File: src/rtl/tetris_pkg.sv
// Shared definitions for the tetris game: ctrl bus command codes, push-button
// bit positions, input-controller FSM states and the active-button priority
// helper. Imported by the input controller, the game core and the top level.
package tetris_pkg;

    // Commands carried on the 3-bit ctrl bus into the game core
    localparam logic [2:0] CTRL_NOP    = 3'd0;
    localparam logic [2:0] CTRL_ROTATE = 3'd2;
    localparam logic [2:0] CTRL_LEFT   = 3'd3;
    localparam logic [2:0] CTRL_RIGHT  = 3'd4;
    localparam logic [2:0] CTRL_DOWN   = 3'd5;

    // Bit positions inside the 4-bit debounced button vector
    localparam int BTN_RIGHT  = 0;
    localparam int BTN_DOWN   = 1;
    localparam int BTN_LEFT   = 2;
    localparam int BTN_ROTATE = 3;

    // Delayed auto-shift / auto-repeat states
    typedef enum logic [1:0] {
        ST_IDLE   = 2'd0,
        ST_DELAY  = 2'd1,
        ST_REPEAT = 2'd2,
        ST_HOLD   = 2'd3
    } input_state_e;

    // Highest-priority held button, expressed directly as its ctrl code
    // (CTRL_NOP when nothing is held). Priority: rotate > left > down > right.
    function automatic logic [2:0] active_code(input logic [3:0] btn);
        logic [2:0] code;
        if (btn[BTN_ROTATE]) begin
            code = CTRL_ROTATE;
        end else if (btn[BTN_LEFT]) begin
            code = CTRL_LEFT;
        end else if (btn[BTN_DOWN]) begin
            code = CTRL_DOWN;
        end else if (btn[BTN_RIGHT]) begin
            code = CTRL_RIGHT;
        end else begin
            code = CTRL_NOP;
        end
        return code;
    endfunction

endpackage

File: src/rtl/tetris_gravity_timer.sv
// Gravity timer for the tetris input controller.
// Derives the drop period from the game speed, counts enabled cycles and
// raises a pending flag each time the period expires.
// Ports:
//   clk      in   system clock
//   reset    in   synchronous active-high reset
//   en       in   game running; 0 clears counter and pending flag
//   speed    in   [3:0] game level selecting the period
//   clear    in   a down command is being emitted: restart the period
//   consume  in   the pending drop is being emitted this cycle
//   pending  out  a gravity drop is waiting to be emitted
module tetris_gravity_timer
    import tetris_pkg::*;
#(
    parameter int GRAVITY_BASE = 50_000_000,
    parameter int GRAVITY_STEP = 3_000_000,
    parameter int GRAVITY_MIN  = 5_000_000,
    parameter int CNT_W        = 26
) (
    input  logic       clk,
    input  logic       reset,
    input  logic       en,
    input  logic [3:0] speed,
    input  logic       clear,
    input  logic       consume,
    output logic       pending
);

    // Four extra bits make room for speed (max 15) times the step.
    localparam int PW = CNT_W + 4;

    logic [PW-1:0]    step_prod;
    logic [CNT_W-1:0] period;
    logic [CNT_W-1:0] cnt;
    logic             expire;

    assign step_prod = PW'(speed) * PW'(GRAVITY_STEP);

    // Period = max(BASE - speed*STEP, MIN); compared before subtracting so
    // the difference can never go negative.
    always_comb begin
        period = CNT_W'(GRAVITY_MIN);
        if (step_prod + PW'(GRAVITY_MIN) >= PW'(GRAVITY_BASE)) begin
            period = CNT_W'(GRAVITY_MIN);
        end else begin
            period = CNT_W'(PW'(GRAVITY_BASE) - step_prod);
        end
    end

    // ">=" so that a speed increase past the current count expires at once.
    assign expire = (cnt >= period - CNT_W'(1));

    // Counter and pending flag; an emitted down absorbs any expiry this cycle.
    always_ff @(posedge clk) begin
        if (reset || !en) begin
            cnt     <= '0;
            pending <= 1'b0;
        end else if (clear) begin
            cnt     <= '0;
            pending <= 1'b0;
        end else if (expire) begin
            cnt     <= '0;
            pending <= 1'b1;
        end else begin
            cnt <= cnt + CNT_W'(1);
            if (consume) begin
                pending <= 1'b0;
            end else begin
                pending <= pending;
            end
        end
    end

endmodule

File: src/rtl/tetris_input_ctrl.sv
// Tetris input controller: turns debounced button levels into one-cycle
// move commands with delayed auto-shift and auto-repeat, and merges in
// gravity drops from the gravity timer.
// Ports:
//   clk    in   50 MHz system clock
//   reset  in   synchronous active-high reset
//   en     in   game running; 0 freezes command generation
//   btn    in   [3:0] debounced levels: [3] rotate, [2] left, [1] down, [0] right
//   speed  in   [3:0] game level selecting the gravity period
//   ctrl   out  [2:0] registered one-cycle command to the core
module tetris_input_ctrl
    import tetris_pkg::*;
#(
    parameter int DAS_CYCLES   = 10_000_000,
    parameter int ARR_CYCLES   = 2_500_000,
    parameter int GRAVITY_BASE = 50_000_000,
    parameter int GRAVITY_STEP = 3_000_000,
    parameter int GRAVITY_MIN  = 5_000_000,
    parameter int CNT_W        = 26
) (
    input  logic       clk,
    input  logic       reset,
    input  logic       en,
    input  logic [3:0] btn,
    input  logic [3:0] speed,
    output logic [2:0] ctrl
);

    input_state_e     state;
    logic [2:0]       held;       // ctrl code of the button being tracked
    logic [CNT_W-1:0] cnt;
    logic [2:0]       active;
    logic [2:0]       btn_cmd;
    logic [2:0]       next_ctrl;
    logic             grav_pending;
    logic             grav_clear;
    logic             grav_consume;

    assign active = active_code(btn);

    // Button command for this cycle: a fresh press emits at once, otherwise
    // the DAS/ARR counter decides.
    always_comb begin
        btn_cmd = CTRL_NOP;
        if (active == CTRL_NOP) begin
            btn_cmd = CTRL_NOP;
        end else if (active != held) begin
            btn_cmd = active;
        end else if (state == ST_DELAY && cnt == CNT_W'(DAS_CYCLES - 1)) begin
            btn_cmd = held;
        end else if (state == ST_REPEAT && cnt == CNT_W'(ARR_CYCLES - 1)) begin
            btn_cmd = held;
        end else begin
            btn_cmd = CTRL_NOP;
        end
    end

    // Button commands take precedence; a pending gravity drop waits for a
    // free cycle.
    always_comb begin
        next_ctrl = CTRL_NOP;
        if (btn_cmd != CTRL_NOP) begin
            next_ctrl = btn_cmd;
        end else if (grav_pending) begin
            next_ctrl = CTRL_DOWN;
        end else begin
            next_ctrl = CTRL_NOP;
        end
    end

    // Any manual down restarts gravity; a gravity drop only consumes pending.
    assign grav_clear   = (btn_cmd == CTRL_DOWN);
    assign grav_consume = (btn_cmd == CTRL_NOP) && grav_pending;

    tetris_gravity_timer #(
        .GRAVITY_BASE (GRAVITY_BASE),
        .GRAVITY_STEP (GRAVITY_STEP),
        .GRAVITY_MIN  (GRAVITY_MIN),
        .CNT_W        (CNT_W)
    ) u_gravity (
        .clk     (clk),
        .reset   (reset),
        .en      (en),
        .speed   (speed),
        .clear   (grav_clear),
        .consume (grav_consume),
        .pending (grav_pending)
    );

    // DAS/ARR state machine and registered command output.
    always_ff @(posedge clk) begin
        if (reset || !en) begin
            state <= ST_IDLE;
            held  <= CTRL_NOP;
            cnt   <= '0;
            ctrl  <= CTRL_NOP;
        end else begin
            ctrl <= next_ctrl;
            if (active == CTRL_NOP) begin
                state <= ST_IDLE;
                held  <= CTRL_NOP;
                cnt   <= '0;
            end else if (active != held) begin
                // New press, including a lower button revealed by a release
                held  <= active;
                cnt   <= '0;
                state <= (active == CTRL_ROTATE) ? ST_HOLD : ST_DELAY;
            end else begin
                case (state)
                    ST_DELAY: begin
                        if (cnt == CNT_W'(DAS_CYCLES - 1)) begin
                            cnt   <= '0;
                            state <= ST_REPEAT;
                        end else begin
                            cnt <= cnt + CNT_W'(1);
                        end
                    end
                    ST_REPEAT: begin
                        if (cnt == CNT_W'(ARR_CYCLES - 1)) begin
                            cnt <= '0;
                        end else begin
                            cnt <= cnt + CNT_W'(1);
                        end
                    end
                    ST_HOLD: begin
                        cnt <= '0;
                    end
                    default: begin
                        state <= ST_IDLE;
                        held  <= CTRL_NOP;
                        cnt   <= '0;
                    end
                endcase
            end
        end
    end

endmodule

File: config.mk
export PLATFORM = sky130hd
export DESIGN_NAME = tetris_input_ctrl
export DESIGN_NICKNAME = d
export VERILOG_FILES = /design/src/rtl/tetris_pkg.sv /design/src/rtl/tetris_gravity_timer.sv /design/src/rtl/tetris_input_ctrl.sv
export SDC_FILE = /design/constraint.sdc
export NUM_CORES = 1
export LEC_CHECK = 0
export ABC_AREA = 0
export CORE_ASPECT_RATIO = 1.75
export CORE_MARGIN = 8
export CORE_UTILIZATION = 60
export CTS_CLUSTER_SIZE = 40
export DETAILED_ROUTE_END_ITERATION = 16
export PLACE_DENSITY = 0.78
export SLEW_MARGIN = 0
export SYNTH_ARGS = -nofsm -noshare
export SYNTH_HDL_FRONTEND = slang
export SYNTH_SLANG_ARGS = --single-unit
File: constraint.sdc
create_clock -name clk -period 7.8 [get_ports clk]
set_input_delay 1.56 -clock clk [delete_from_list [all_inputs] [get_ports clk]]
set_output_delay 1.56 -clock clk [all_outputs]
set_load 0.03 [all_outputs]
==> results.sh <==
export IMPL_synth_area_leader_cell="dfxtp_1"
export IMPL_synth_compound_area_share_pct=17.5
export IMPL_synth_edf_count=0
export IMPL_syn_area_per_cell_um2=7.81
export IMPL_grt_max_degree=26
export IMPL_yosysMostFrequentCell="nor2_1"
export IMPL_nNetsFinal=818
export IMPL_coreArea_um2=9040
export IMPL_slew_viol_final=0
export IMPL_hold_path_class="register to register"
export IMPL_finalSetupTns_ns=0
export IMPL_synth_top_area_share_pct=22.1
export IMPL_place_gp_congestion=0.957
export IMPL_tritoncts="yes"
export IMPL_dp_cells=856
export IMPL_finalCritPeriodShare_pct=96.0
export IMPL_ir_drop_uv=127
export IMPL_arrival_ns=7.74
export IMPL_yosys_area_share_adder_pct=14.1
export IMPL_vias=5304
export IMPL_port_buffers=13
export IMPL_hold_violations=0
export IMPL_yosys_cell_types_count=71
export IMPL_ys_seq_area_share_pct=22.1
export IMPL_dr_pass1_iters=5
export IMPL_antenna_cells=0
export IMPL_die_area_um2=12700
export IMPL_worst_setup_path_end_kind="register"
export IMPL_finalSetupViolCount=0
export IMPL_fin_skew_ns=0.00361
export IMPL_rsz0062_at_grt="no"
export IMPL_cts_sinks=61
export IMPL_crit_fanout=13
export IMPL_yosys_warnings=0
export IMPL_cts_max_path_buffers=2
export IMPL_synth_commonest_cells="94 x nor2_1, 68 x nand2_1, 61 x dfxtp_1, 56 x ha_1, 47 x xnor2_1"
export IMPL_syn_inst=709
export IMPL_critPathLaunchType="input port"
export IMPL_fin_crit_ns=7.48
export IMPL_timing_fmax_ghz=0.134
export IMPL_worstMarginPinSlew_ns=0.788
export IMPL_outcome="finished, final reports clean"
export IMPL_synth_area_mux_share_pct=0.565
export IMPL_p_leak_nw=2.56
export IMPL_ioPinCount=14
export IMPL_cts_buffers=9
export IMPL_num_rows=46
export IMPL_startpoint="speed[3]"
export IMPL_initial_utilization_pct=61.3
export IMPL_synth_area_um2=5540
export IMPL_synth_simple_gate_area_share_pct=27.4
export IMPL_dp_hpwl_um=11400
export IMPL_timing_hold_ws_ns=0.455
export IMPL_syn_nets=780
export IMPL_hold_path_startpoint="cnt[0]$_SDFF_PP0_"
export IMPL_final_core_util_pct=69.2
export IMPL_drive_gt1_share_pct=8.92
export IMPL_r2r_start="cnt[0]$_SDFF_PP0_"
export IMPL_grt_pass1_wl_um=23000
export IMPL_maxCapViolCount=0
export IMPL_grt_usage_pct=22.8
export IMPL_clkLatencyLatePin_ns=0.32
export IMPL_cts_root_buf="clkbuf_16"
export IMPL_area_growth_pct=12.9
export IMPL_finalWirelength_um=14200
export IMPL_grt_pass1_vias=5250
export IMPL_ys_ff_latch=61
export IMPL_overflow=0
export IMPL_antenna_found_initial=0
export IMPL_synth_ff_type="dfxtp_1"
export IMPL_synth_top_family_by_area="simple AND/OR/NAND/NOR gates"
export IMPL_wl_per_cell_um=16.3
export IMPL_synth_area_leaders="dfxtp_1 22%, ha_1 13%, xnor2_1 7.4%, xor2_1 7.0%, nor2_1 6.4%"
export IMPL_die_w_um=88.6
export IMPL_cellPowerDensity_nw_per_um2=218
export IMPL_drtIter0Drc=178
export IMPL_htree_levels=3
export IMPL_power_mw=1.36
export IMPL_crit_required_ns=8.05
export IMPL_synthArstFlopShare_pct=0
export IMPL_clk_pin_slew_ns=0.05
export IMPL_routed_via_density=6.09
export IMPL_layoutNonFillerInstCount=871
export IMPL_relSlewSlack_pct=47.5
export IMPL_drc_errors=0
export IMPL_die_h_um=143
export IMPL_synthXorXnorAreaFrac_pct=14.7
export IMPL_drtAntennaViolNets=0
export IMPL_criticalPathCategory="input port to register"
## power by group
group | internal [mW] | switching [mW]
clock network | 0.220 | 0.126
registers | 0.315 | 0.00214
logic | 0.304 | 0.393
total | 0.839 | 0.521
## path summary, 6_finish.rpt
check	endpoint	slack (ns)	cells after the start
setup reg to reg	u_gravity.cnt[11]$_SDFF_PP0_	4.80	12
setup / recovery	u_gravity.cnt[11]$_SDFF_PP0_	0.32	25
hold reg to reg	cnt[0]$_SDFF_PP0_	0.45	1
hold / removal	cnt[0]$_SDFF_PP0_	0.45	1
## layer usage
layer / GRT usage, % / up-vias / routed length [um]
li1: - / 2621 / -
met1: 19.5 / 2494 / 5000
met2: 44.3 / 137 / 7930
met3: 2.36 / 52 / 351
met4: 18.9 / 0 / 946
met5: 0 / - / 0
## cell type report
type,count,area [um2]
Multi-Input combinational cell,602,4130
Inverter,23,86.3
Sequential cell,61,1220
Timing Repair Buffer,50,408
Clock buffer,13,250
Clock inverter,2,10.0
Fill cell,786,2790
Tap cell,120,150
## cells in the final DEF (no fill, tap or decap), types with 3 or more instances in the layout
cell type        count
and3_1              15
o31a_1               3
nor4_1              12
or3_1                5
inv_1               23
dfxtp_1             61
nor2_1              94
a31oi_1             10
a21oi_1             26
o211ai_1             5
o21ai_0             22
a211oi_1             6
and2_1              17
or2_2                6
clkbuf_16            9
nand2b_1             7
clkdlybuf4s50_1     13
a2111o_1             3
nor4b_1              4
nand3_1             30
o21a_1               3
xor2_1              44
ha_1                56
clkbuf_1             3
buf_4               37
nor3_1              17
nand2_1             68
a21o_1              19
xnor2_1             47
a22o_1               3
nor2b_1              6
nand4_1             16
o21bai_1             3
fa_1                 4
o221ai_1             3
## timing repair
item,CTS,global route
setup buffers,0,0
resized for setup,0,3
endpoints found under the setup margin,0,25
hold buffers,0,0
endpoints found under the hold margin,0,0
## registers in the layout, indices dropped and copies added (netlist names)
register and cells:
held 3, u_gravity.pending 1, cnt 26, ctrl 3, u_gravity.cnt 26, state 2
## cells by family after synthesis
logic type                 after synthesis
DFF                                     61
adders and majority gates               60
AOI/OAI and AO/OA                      137
and+or+nand+nor                        310
xor gates and xnor gates                92
muxes                                    3
buffers and inverters                   46
## metrics by stage
step	setup slack (ns)	instance area, um2
CTS	0.271	6240
global route	0.0199	6250
finish	0.315	6250
global placement	0.126	5980
detailed placement	-0.0591	5980
floorplan	0.816	5540
## worst max-delay path: stages
cell and delay, ns:
clkdlybuf4s50_1 0.55, ha_1 0.45, inv_1 0.07, ha_1 0.20, ha_1 0.46, nand4b_1 0.32
a221oi_1 0.69, o31a_1 0.24, o31ai_1 0.09, buf_4 0.17, nor4_1 0.51, o311ai_0 0.30
xnor2_1 0.29, nand4_1 0.15, nand2_1 0.08, nand2_1 0.06, ha_1 0.29, a21o_1 0.18
a21o_1 0.17, a21oi_1 0.20, o211ai_1 0.12, a21oi_1 0.17, nand2_1 0.10, buf_4 0.20
nor2_1 0.12
Note: power is estimated with default switching activity, not from simulation.
==> patch 1, RTL diff (same flow settings) <==
One comparison of `cnt` changes from == to >=.
--- a/src/rtl/tetris_input_ctrl.sv
+++ b/src/rtl/tetris_input_ctrl.sv
@@ -47,5 +47,5 @@
         end else if (active != held) begin
             btn_cmd = active;
-        end else if (state == ST_DELAY && cnt == CNT_W'(DAS_CYCLES - 1)) begin
+        end else if (state == ST_DELAY && cnt >= CNT_W'(DAS_CYCLES - 1)) begin
             btn_cmd = held;
         end else if (state == ST_REPEAT && cnt == CNT_W'(ARR_CYCLES - 1)) begin
Behaviour: same outputs for any inputs over 4 cycles, from zero or initial values; that may be too few to reach the edited logic, so the function may still have changed.
==> patch 1 against the unedited design <==
The flow now finishes with violations (setup timing); final area up 31%; hold slack better by 0.0056 ns; area after synthesis up 7.4%; total power up 37%; sequential cell count unchanged; combinational power up 59%; sequential power about the same; routed wire length up 43%; setup slack worse by 0.48 ns; critical endpoint is now u_gravity.cnt[17].
==> patch 1: results (changes against the unedited design) <==
[final_layout]
seq_share_pct=14.91  ; -4.6 points
drive_above_1_share_pct=30.02  ; +21 points
buf_share_pct=16.01  ; +9.5 points
multi_input_area_share_pct=61.84  ; -4.1 points
nNetsFinal=972  ; +19%
fillCellCount=538  ; -32%
multi_input_comb_cells=640  ; +6.3%
inverters_excl_clock=29  ; +26%
final-clk-cell-share_pct=3.988  ; -0.17 points
buffers_excl_clock=160  ; +220%
clock_buffer_count=12  ; -1

[detailed_routing]
wire_per_inst_um=19.76  ; +21%
drtIter0Drc=289  ; +62%
via_per_inst=6.456  ; +6.0%

[placement]
dp_slack_ns=-1.002  ; -0.9429 ns
hpwl_mm=14.07  ; +24%
place_congestion=0.9888  ; +3.3%

[global_route]
grt_pass1_wl_mm=31.91  ; +39%
track_usage_pct=29.01  ; +6.2 points
antenna_found_initial=0  ; unchanged
first_global_vias=6865  ; +31%
grt_max_degree=27  ; +3.8%

[hold_path]
min_path_type=register to register
whs_endpoint=u_gravity.cnt[0]
min-delay-start=u_gravity.cnt[0]

[run_status]
status=complete, but fails checks
violations=setup timing

[setup_path]
r2r_cells=9  ; -3
worstPathArrival_ns=8.17  ; +0.43 ns
cp_max_fo=7  ; -6
slowest_delay_ns=0.45  ; -0.24 ns
reg2reg_slack_ns=4.58  ; -0.22 ns
path_delay_family=simple AND/OR/NAND/NOR gates
crit_start=speed[2]
rr_endpoint=u_gravity.cnt[17]
cp_slowest_cell=fa_1
worstReg2RegStart=cnt[10]

[power]
switchingPower_mw=0.7244  ; +39%
pwr-share-comb_pct=59.6  ; +8.3 points
ir_drop_v=0.0001581  ; +24%
leakage_nw=3.286  ; +28%
p_clk_mw=0.435  ; +26%

[sta]
relSlewSlack_pct=32.60  ; -15 points
finalSetupViolCount=27  ; +27
whs_ns=0.4604  ; +0.005571 ns
final.setup_skew_ns=0.003214  ; -0.0003953 ns
fin_ws_ns=-0.1666  ; -0.4817 ns
tns_ns=-3.217  ; -3.217 ns

[logic_synthesis]
ys_types=87  ; +23%
synth_commonest_cells=98 x nor2_1, 61 x dfxtp_1, 56 x ha_1
yosysWarningCount=0  ; unchanged
synth_area_leaders=dfxtp_1 21%, ha_1 12%, xnor2_1 7.7%
syn-num-nets=825  ; +5.8%
synth_mux_area_share_pct=0.6940  ; +0.13 points
synth-xor-area-share_pct=13.12  ; -1.6 points
synth_fa_ha_area_share_pct=13.12  ; -0.98 points

patch 1: changes by cell type in the layout (fill, tap and decap cells not counted), moves of 11 or more:
cell,before,now
buf_4,37,135
ha_1,56,42
ha_4,0,11
nand2_1,68,51
nor2_1,94,79
nor2_2,0,12
patch 1: metal layers:
layer  vias up  wire [um]  track usage, %
met4         0       1816           25.89
met3       147        879           3.809
li1       3043          -               -
met1      3171       6503           24.27
met2       295      11170           56.82
met5         -          0               0
patch 1: metrics by stage:
step	area, sq um	instances	power, mW
floorplan	6092	754	0.9204
global placement	7242	998	1.219
detailed placement	7242	998	1.258
CTS	8041	1029	1.783
global route	8188	1031	1.946
finish	8188	1031	1.858
patch 1: repair_timing:
action / CTS / global route
gates resized for setup: 82 / 37
setup endpoints to repair: 27 / 27
setup buffers: 12 / 4
gates cloned: 3 / 0
pin swaps: 45 / 18
==> patch 2, RTL diff (config.mk and constraints unchanged) <==
Made on the original files. `CNT_W` is set to 26 in 2 places; all go to 30.
--- a/src/rtl/tetris_gravity_timer.sv
+++ b/src/rtl/tetris_gravity_timer.sv
@@ -16,5 +16,5 @@
     parameter int GRAVITY_STEP = 3_000_000,
     parameter int GRAVITY_MIN  = 5_000_000,
-    parameter int CNT_W        = 26
+    parameter int CNT_W        = 30
 ) (
     input  logic       clk,
--- a/src/rtl/tetris_input_ctrl.sv
+++ b/src/rtl/tetris_input_ctrl.sv
@@ -17,5 +17,5 @@
     parameter int GRAVITY_STEP = 3_000_000,
     parameter int GRAVITY_MIN  = 5_000_000,
-    parameter int CNT_W        = 26
+    parameter int CNT_W        = 30
 ) (
     input  logic       clk,
Behaviour: no difference found for any inputs over 10 cycles, from zero or initial values; that may be too few to reach the edited logic, so the function may still have changed.
==> patch 2 against the unedited design <==
The run now ends with setup timing left; area after synthesis rose by 18%; routed wire length rose by 56%; final area rose by 44%; setup slack got worse by 0.72 ns; critical path depth rose by 10; sequential cell count rose by 8; clock skew rose by 0.0026 ns; total power rose by 56%; via count rose by 35%.
==> patch 2: results (changes against the unedited design) <==
[run_status]
status=complete, but fails checks
violations=setup timing

[final_layout]
drive_above_1_share_pct=32.83  ; +24 points
fillCellCount=614  ; -22%
top_regs=cnt x30, u_gravity.cnt x30

[detailed_routing]
drtIter0Drc=402  ; +130%
routed_wl_mm=22.14  ; +56%
firstDrtPassIters=4  ; -1

[sta]
finalSetupViolCount=31  ; +31
relSlewSlack_pct=44.51  ; -3.0 points
fin_ws_ns=-0.4069  ; -0.7220 ns
final.setup_skew_ns=0.006215  ; +0.002606 ns

[setup_path]
cp_max_fo=8  ; -5
cp_slowest_cell=or4_4

[logic_synthesis]
syn-num-nets=883  ; +13%
yosysSeqAreaShare_pct=21.13  ; -0.93 points
ys_types=89  ; +25%
synth_commonest_cells=103 x nor2_1, 69 x dfxtp_1, 59 x ha_1

[placement]
hpwl_mm=15.69  ; +38%
dp_slack_ns=-1.540  ; -1.481 ns
place_congestion=0.9669  ; +1.0%

[power]
leakage_nw=3.608  ; +41%
ir_drop_v=0.0002189  ; +72%

[global_route]
track_usage_pct=29.61  ; +6.8 points
grt_max_degree=31  ; +19%
first_global_vias=7459  ; +42%

[floorplanning]
dieWidth_um=94.92  ; +7.1%

[clock_network]
clock_latency_ns=0.33

-- patch 2: changes by cell type in the layout (fill, tap and decap cells not counted), moves of 9 or more --
cell      change
ha_1         -13
a211oi_2     +10
o21ai_0       -9
and4_1       +10
buf_4       +138
nand2_1      -13
nor2_2       +15
ha_4         +12
nand4_1       +9
a21oi_1      -12
-- patch 2: per-layer routing --
metal  up-vias  global-route usage (%)  wire, um
met5         -                       0         0
met4         0                   26.12      2091
met3       140                   3.315       811
met2       284                   55.83     11900
met1      3390                   26.02      7337
li1       3328                       -         -
-- patch 2: final timing paths --
kind / startpoint / end / slack [ns] / cells after the start
max: speed[2] / u_gravity.cnt[10] / -0.41 / 35
min: u_gravity.cnt[0] / u_gravity.cnt[0] / 0.46 / 1
max reg2reg: u_gravity.cnt[0] / u_gravity.cnt[10] / 4.39 / 12
min reg2reg: u_gravity.cnt[0] / u_gravity.cnt[0] / 0.46 / 1
-- patch 2: repair_timing --
action	4_1_cts	5_1_grt
endpoints found under the hold margin	0	0
endpoints found under the setup margin	31	31
cloned	3	0
resized for setup	82	40
setup buffers	20	7
pin swaps	35	24
-- patch 2: logic make-up (layout without fill, tap and decap cells) --
logic type                 after synthesis  in the layout  synth area share (%)
and+or+nand+nor                        362            365                 29.56
AOI/OAI and AO/OA                      155            155                 19.25
xor gates and xnor gates                94             94                 12.71
DFF                                     69             69                 21.13
adders and majority gates               63             63                 12.51
buffers and inverters                   59            246                 3.770
muxes                                    7              7                 1.072
-- patch 2: area by class of cell --
type | count | share of cell area, %
Inverter | 35 | 1.464
Clock inverter | 6 | 0.5018
Clock buffer | 10 | 2.662
Multi-Input combinational cell | 684 | 60.94
Timing Repair Buffer | 195 | 17.23
Sequential cell | 69 | 15.39
Tap cell | 130 | 1.812
-- patch 2: power by group through the flow --
stage          registers [mW]  logic, mW  clock network [mW]
6_report                0.357       1.38               0.388
5_1_grt                 0.357       1.47               0.405
4_1_cts                 0.357       1.27               0.386
3_5_place_dp            0.364       1.16                   0
3_3_place_gp            0.364       1.12                   0
2_1_floorplan           0.365      0.680                   0
-- patch 2: metrics by stage --
step | instance area [sq um] | power [mW] | setup TNS (ns)
floorplan | 6673 | 1.045 | -6.573
global placement | 7980 | 1.479 | -42.51
detailed placement | 7980 | 1.520 | -46.04
CTS | 8758 | 2.014 | -7.856
global route | 8976 | 2.229 | -17.17
finish | 8976 | 2.121 | -10.99
